### src/rtl/pc_unit_ras.sv
// Program-counter unit: prioritised next-PC selection (stall/branch/jump/return/sequential)
// with a circular return-address stack that feeds JR targets back from prior JALs.
module pc_unit_ras #(
    parameter int unsigned     PC_W      = 32,
    parameter int unsigned     IMM_W     = 16,
    parameter int unsigned     JADDR_W   = 26,
    parameter int unsigned     RAS_DEPTH = 4,
    parameter logic [PC_W-1:0] RESET_PC  = '0
) (
    input  logic               clk,
    input  logic               rst_n,
    input  logic               stall,
    input  logic               branch,
    input  logic               branch_ne,
    input  logic               zflag,
    input  logic               jump,
    input  logic               link,
    input  logic               ret,
    input  logic [PC_W-1:0]    jr_target,
    input  logic [IMM_W-1:0]   baddr,
    input  logic [JADDR_W-1:0] jaddr,
    output logic [PC_W-1:0]    pc_out,
    output logic [PC_W-1:0]    pc_next,
    output logic [PC_W-1:0]    link_addr,
    output logic               ras_empty,
    output logic               ras_ovf,
    output logic               ras_unf
);

    localparam int unsigned PTR_W = (RAS_DEPTH > 2) ? $clog2(RAS_DEPTH) : 1;
    localparam int unsigned CNT_W = $clog2(RAS_DEPTH + 1);
    localparam int unsigned HI_W  = PC_W - JADDR_W - 2;

    logic [PC_W-1:0]  ras_mem [RAS_DEPTH];
    logic [PTR_W-1:0] ras_top;
    logic [CNT_W-1:0] ras_cnt;

    logic             br_taken;
    logic             ras_full;
    logic             do_push;
    logic             do_pop;
    logic             ovf_c;
    logic             unf_c;
    logic [PC_W-1:0]  br_target;
    logic [PC_W-1:0]  j_target;
    logic [PTR_W-1:0] push_ptr;

    assign link_addr = pc_out + PC_W'(1);
    assign br_taken  = branch & (branch_ne ? ~zflag : zflag);
    assign br_target = pc_out + {{(PC_W-IMM_W){baddr[IMM_W-1]}}, baddr};
    assign j_target  = {pc_out[PC_W-1 -: HI_W], {2{jaddr[JADDR_W-1]}}, jaddr};
    assign ras_full  = (ras_cnt == CNT_W'(RAS_DEPTH));
    assign ras_empty = (ras_cnt == '0);
    // top always names the newest entry; a push lands one slot above it, which is
    // also the oldest slot once the stack is full
    assign push_ptr  = ras_top + PTR_W'(1);

    // Next-PC source selection, highest priority first
    always_comb begin
        pc_next = link_addr;
        do_push = 1'b0;
        do_pop  = 1'b0;
        ovf_c   = 1'b0;
        unf_c   = 1'b0;
        if (stall) begin
            pc_next = pc_out;
        end else if (br_taken) begin
            pc_next = br_target;
        end else if (jump) begin
            pc_next = j_target;
            do_push = link;
            ovf_c   = link & ras_full;
        end else if (ret) begin
            if (!ras_empty) begin
                pc_next = ras_mem[ras_top];
                do_pop  = 1'b1;
            end else begin
                pc_next = jr_target;
                unf_c   = 1'b1;
            end
        end
    end

    // PC, stack pointers and status pulses
    always_ff @(posedge clk or negedge rst_n) begin
        if (!rst_n) begin
            pc_out  <= RESET_PC;
            ras_top <= '0;
            ras_cnt <= '0;
            ras_ovf <= 1'b0;
            ras_unf <= 1'b0;
        end else begin
            pc_out  <= pc_next;
            ras_ovf <= ovf_c;
            ras_unf <= unf_c;
            if (do_push) begin
                ras_top <= push_ptr;
                if (!ras_full) begin
                    ras_cnt <= ras_cnt + CNT_W'(1);
                end
            end else if (do_pop) begin
                ras_top <= ras_top - PTR_W'(1);
                ras_cnt <= ras_cnt - CNT_W'(1);
            end
        end
    end

    // Stack storage needs no reset; validity is tracked by ras_cnt
    always_ff @(posedge clk) begin
        if (do_push) begin
            ras_mem[push_ptr] <= link_addr;
        end
    end

endmodule
### config.mk
export PLATFORM = sky130hd
export DESIGN_NAME = pc_unit_ras
export DESIGN_NICKNAME = d
export VERILOG_FILES = /design/src/rtl/pc_unit_ras.sv
export SDC_FILE = /design/constraint.sdc
export NUM_CORES = 1
export LEC_CHECK = 0
export ABC_AREA = 1
export CORE_MARGIN = 1
export CORE_UTILIZATION = 55
export CTS_CLUSTER_SIZE = 25
export DETAILED_ROUTE_END_ITERATION = 8
export PLACE_DENSITY = 0.93
export REMOVE_ABC_BUFFERS = 1
export SETUP_SLACK_MARGIN = 0.2
export SLEW_MARGIN = 40
export SYNTH_ARGS = -nofsm -noshare
export SYNTH_HDL_FRONTEND = slang
export SYNTH_SLANG_ARGS = --single-unit
### constraint.sdc
create_clock -name clk -period 4.1 [get_ports clk]
set_clock_uncertainty 0.1 [all_clocks]
set_input_delay 1.23 -clock clk [delete_from_list [all_inputs] [get_ports clk]]
set_output_delay 1.23 -clock clk [all_outputs]
set_load 0.03 [all_outputs]
==> results of run 1 <==
layer usage:
metal / GRT overflow / global-route usage, %
met5: 0 / 27.07
met3: 0 / 59.56
met1: 0 / 75.38
met2: 2 / 89.65
met4: 2 / 71.76
what timing repair did:
item | CTS
cloned | 6
pin swaps | 178
buffers inserted | 58
gates resized for setup | 491
endpoints found under the setup margin | 59
through the flow:
stage,TNS [ns],cell area (um2),cells,hold WS (ns)
4_1_cts,-4.839,16500,2066,0.4472
3_5_place_dp,-21.31,13900,1970,0.4352
3_3_place_gp,-20.15,13900,1970,0.4146
2_1_floorplan,-18.18,10740,1408,0.3978
cells by family after synthesis:
group / Yosys count / synth area share [%]
fa+ha+maj: 38 / 4.477
simple gates: 824 / 31.57
compound gates: 200 / 9.891
xor+xnor: 32 / 3.107
flops: 167 / 44.00
buf+inv: 194 / 6.956
==> reports/results.txt, run 1 <==
number of library cell types mapped by synthesis: 42
IO Port Bufs: 181
count leader, synth: nand2_1
Main synth FF type: edfxtp_1
DP Wirelength: 28.68 mm
commonest cells in the netlist: nand2_1, nor2_1, inv_1, edfxtp_1, o21ai_0
Synth area leaders: edfxtp_1, nand2_1, dfrtp_1
Clock Path Buffers: 2
IO Pins: 182
RePlAce Congestion: 0.9850
CTS H-Tree Depth: 4
Die X-Extent: 143.1 um
post-synthesis register bit count: 167
Die Y: 143.1 um
largest net degree at the start of global routing: 41
# clock sinks: 167
Post-synth EDFFs: 128
hold-fix buffer count after cts: 0
Yosys top cell area share: 35.09%
Mapped Avg Cell Area: 7.529 um2
Initial Util: 56.28%
WEP type: top-level output
tool error: [ERROR GRT-0232] Routing congestion too high. Check the congestion heatmap in the GUI.
pre-CTS setup slack: -0.8749 ns
TritonCTS Buffers: 17
Synth Cell Area: 10950 um2
area leader, netlist: edfxtp_1
All-Layer GR Usage: 74.11%
post-synthesis sequential area ratio: 44.00%
FFs w/ async S/R, synth: 23.35%
std cell rows: 51
grt ovf: 4
status: stopped before the end
Synth warnings: 0
CTS Root Cell: clkbuf_16
Stopped at: 5_1_grt
worst setup endpoint GRT: pc_next[29]
Mapped Cells: 1455
==> run 2: changes to the inputs <==
--- a/config.mk
+++ b/config.mk
@@ -7,12 +7,10 @@
 export LEC_CHECK = 0
 export ABC_AREA = 1
 export CORE_MARGIN = 1
-export CORE_UTILIZATION = 55
-export CTS_CLUSTER_SIZE = 25
+export CORE_UTILIZATION = 40
 export DETAILED_ROUTE_END_ITERATION = 8
-export PLACE_DENSITY = 0.93
+export PLACE_DENSITY_LB_ADDON = 0.15
 export REMOVE_ABC_BUFFERS = 1
-export SETUP_SLACK_MARGIN = 0.2
 export SLEW_MARGIN = 40
 export SYNTH_ARGS = -nofsm -noshare
 export SYNTH_HDL_FRONTEND = slang
==> run 2 against run 1 <==
The flow now finishes, with violations (setup timing). Synthesized cell count unchanged. Area after synthesis unchanged.
==> reports/results.txt, run 2 <==
post-synthesis register bit count: 167
DRT Pass-1 Iters: 5
All-Layer GR Usage: 30.66%
largest net degree at the start of global routing: 70
Area Overhead vs Synth: 55.32%
Final Hold Fails: 0
Mapped Avg Cell Area: 7.529 um2
Yosys top cell area share: 35.09%
std cell rows: 60
IO Port Bufs: 181
Main synth FF type: edfxtp_1
# clock sinks: 167
failing checks: setup timing
Die Y: 167.5 um
DP Wirelength: 29.20 mm
Initial Util: 40.76%
period utilization: 106.8%
Least-Margin Pin Slew: 0.5053 ns
worst vdd ir: 0.0003198 V
Synth Cell Area: 10950 um2
Layout fillers: 2285
maxcap violations: 0
Synth warnings: 0
post-route minimum period: 4.380 ns
CTS Root Cell: clkbuf_16
core area: 26880 um2
Mapped Cells: 1455
CTS H-Tree Depth: 4
Hold Path Depth: 1
Pwr Density: 556.2 nW/um2
Pleak: 7.587 nW
via count: 11.41k
critical path class: in -> out
clock-pin slew on the worst setup and hold paths: 0.07 ns
Slew headroom: 66.20%
CP Data Required Time: 2.77 ns
Die X-Extent: 167.5 um
vias in the first global route: 11.06k
antenna cells: 0
critical path data arrival time: 3.05 ns
commonest cells in the netlist: nand2_1, nor2_1, inv_1, edfxtp_1, o21ai_0
Tot Pwr: 9.462 mW
grt ovf: 0
area leader, netlist: edfxtp_1
Hold Path Class: reg -> reg
Vias/cell: 5.343
post-synthesis sequential area ratio: 44.00%
initial drt markers: 1097
Max FO, Critical Path: 3
IO Pins: 182
first-pass GRT wire length: 63.85 mm
crit path cell chain: buf_8 -> ha_4 -> fa_2 -> nand3_2 -> nand3_4 -> nand3_2 -> nand3b_1 -> xor2_1 -> nand2_1 -> a21oi_1 -> buf_4 -> buf_12
f_max: 228.3 MHz
TritonCTS Buffers: 17
critical path's slowest cell: fa_2
Regs by FF count: ras_mem (128), pc_out (32), ras_cnt (3)
fin nets: 1902
die area: 28050 um2
share of cells above drive strength 1: 32.39%
RePlAce Congestion: 0.9295
pre-CTS setup slack: -0.8113 ns
worst-skew pair later-pin latency: 0.46 ns
Clock Path Buffers: 2
worst hold slack: 0.4391 ns
Largest register FFs: 128
number of library cell types mapped by synthesis: 42
register name with the most flops: ras_mem
Post-synth EDFFs: 128
FFs w/ async S/R, synth: 23.35%
initial antenna violation count: 0
Post-route DRC: 0
final setup fails: 26
post-route setup slack: -0.2800 ns
Worst path max stage delay: 0.38 ns
max-slew violation count: 0
most frequent cells in the layout: nand2_1, nor2_1, buf_4, edfxtp_1, inv_1
hold-fix buffer count after cts: 0
Register-to-Register Path Depth: 10
CP Launch Type: input port
TritonCTS clock tree: built
final wirelength: 43.99 mm
Synth area leaders: edfxtp_1, nand2_1, dfrtp_1
Worst path most repeated cell: nand3_2
status: finished with violations
unrepaired setup endpoints after global routing: true
DR WL/cell: 20.60 um
leading cell type in the layout, fill and taps excluded: nand2_1
CP Capture Type: output pin
count leader, synth: nand2_1
ANT nets after route: 0
-- run 2: worst max-delay path, delay by kind of cell --
family,cells,cell delay [ns]
adders and majority gates,2,0.53
and+or+nand+nor,5,0.53
buffers and inverters,3,0.37
xor gates and xnor gates,1,0.23
AOI/OAI and AO/OA,1,0.15
-- run 2: path summary, 6_finish.rpt --
check / startpoint / end / slack, ns
setup / recovery: baddr[0] / pc_next[12] / -0.28
setup reg to reg: ras_cnt[0]$_DFFE_PN0P_ / ras_cnt[2]$_DFFE_PN0P_ / 1.54
hold / removal: ras_cnt[0]$_DFFE_PN0P_ / ras_cnt[0]$_DFFE_PN0P_ / 0.44
hold reg to reg: ras_cnt[0]$_DFFE_PN0P_ / ras_cnt[0]$_DFFE_PN0P_ / 0.44
max in group asynchronous: rst_n / pc_out[3]$_DFF_PN0_ / 2.66
min in group asynchronous: rst_n / ras_unf$_DFF_PN0_ / 0.63
-- run 2: metal layers --
metal	routed length [um]	vias up	global-route usage [%]
li1	-	5369	-
met1	18070	5474	40.31
met2	20840	473	50.33
met3	3547	91	5.011
met4	1532	0	12.41
met5	0	-	0
-- run 2: cells by family (layout without fill, tap and decap cells) --
kind of cell | count (synthesis) | in the layout | synth area share, %
adders and majority gates | 38 | 38 | 4.477
and+or+nand+nor | 824 | 824 | 31.57
buffers and inverters | 194 | 533 | 6.956
DFF | 167 | 167 | 44.00
AOI/OAI and AO/OA | 200 | 200 | 9.891
xor gates and xnor gates | 32 | 32 | 3.107
-- run 2: timing repair --
| action | 4_1_cts | 5_1_grt |
|---|---|---|
| endpoints found under the setup margin | 47 | 39 |
| resized for setup | 384 | 148 |
| gates cloned | 5 | 2 |
| buffers inserted | 27 | 15 |
| pin swaps | 147 | 118 |
-- run 2: report_power, final --
part | switching (mW) | internal, mW | leakage, nW
clock network | 0.834 | 0.814 | 0.283
registers | 0.282 | 2.08 | 1.62
logic | 3.25 | 2.20 | 5.69
total | 4.37 | 5.10 | 7.59
-- run 2: through the flow --
step	util, %	TNS (ns)	cell area (um2)	instances
6_report	63.31	-4.456	17010	2135
5_1_grt	63.31	-7.122	17010	2135
4_1_cts	60.77	-4.029	16330	2121
3_5_place_dp	52.76	-21.18	14180	2057
3_3_place_gp	52.76	-20.79	14180	2057
2_1_floorplan	-	-18.18	10740	1408
-- run 2: layout make-up --
type / instances / area, um2 / area share (%)
Clock buffer: 17 / 425.4 / 2.500
Clock inverter: 15 / 160.2 / 0.9413
Inverter: 147 / 559.3 / 3.287
Multi-Input combinational cell: 1094 / 6988 / 41.07
Sequential cell: 167 / 4828 / 28.38
Tap cell: 341 / 426.7 / 2.508
Timing Repair Buffer: 354 / 3626 / 21.31
No activity file was read; power rests on OpenSTA's default activity.
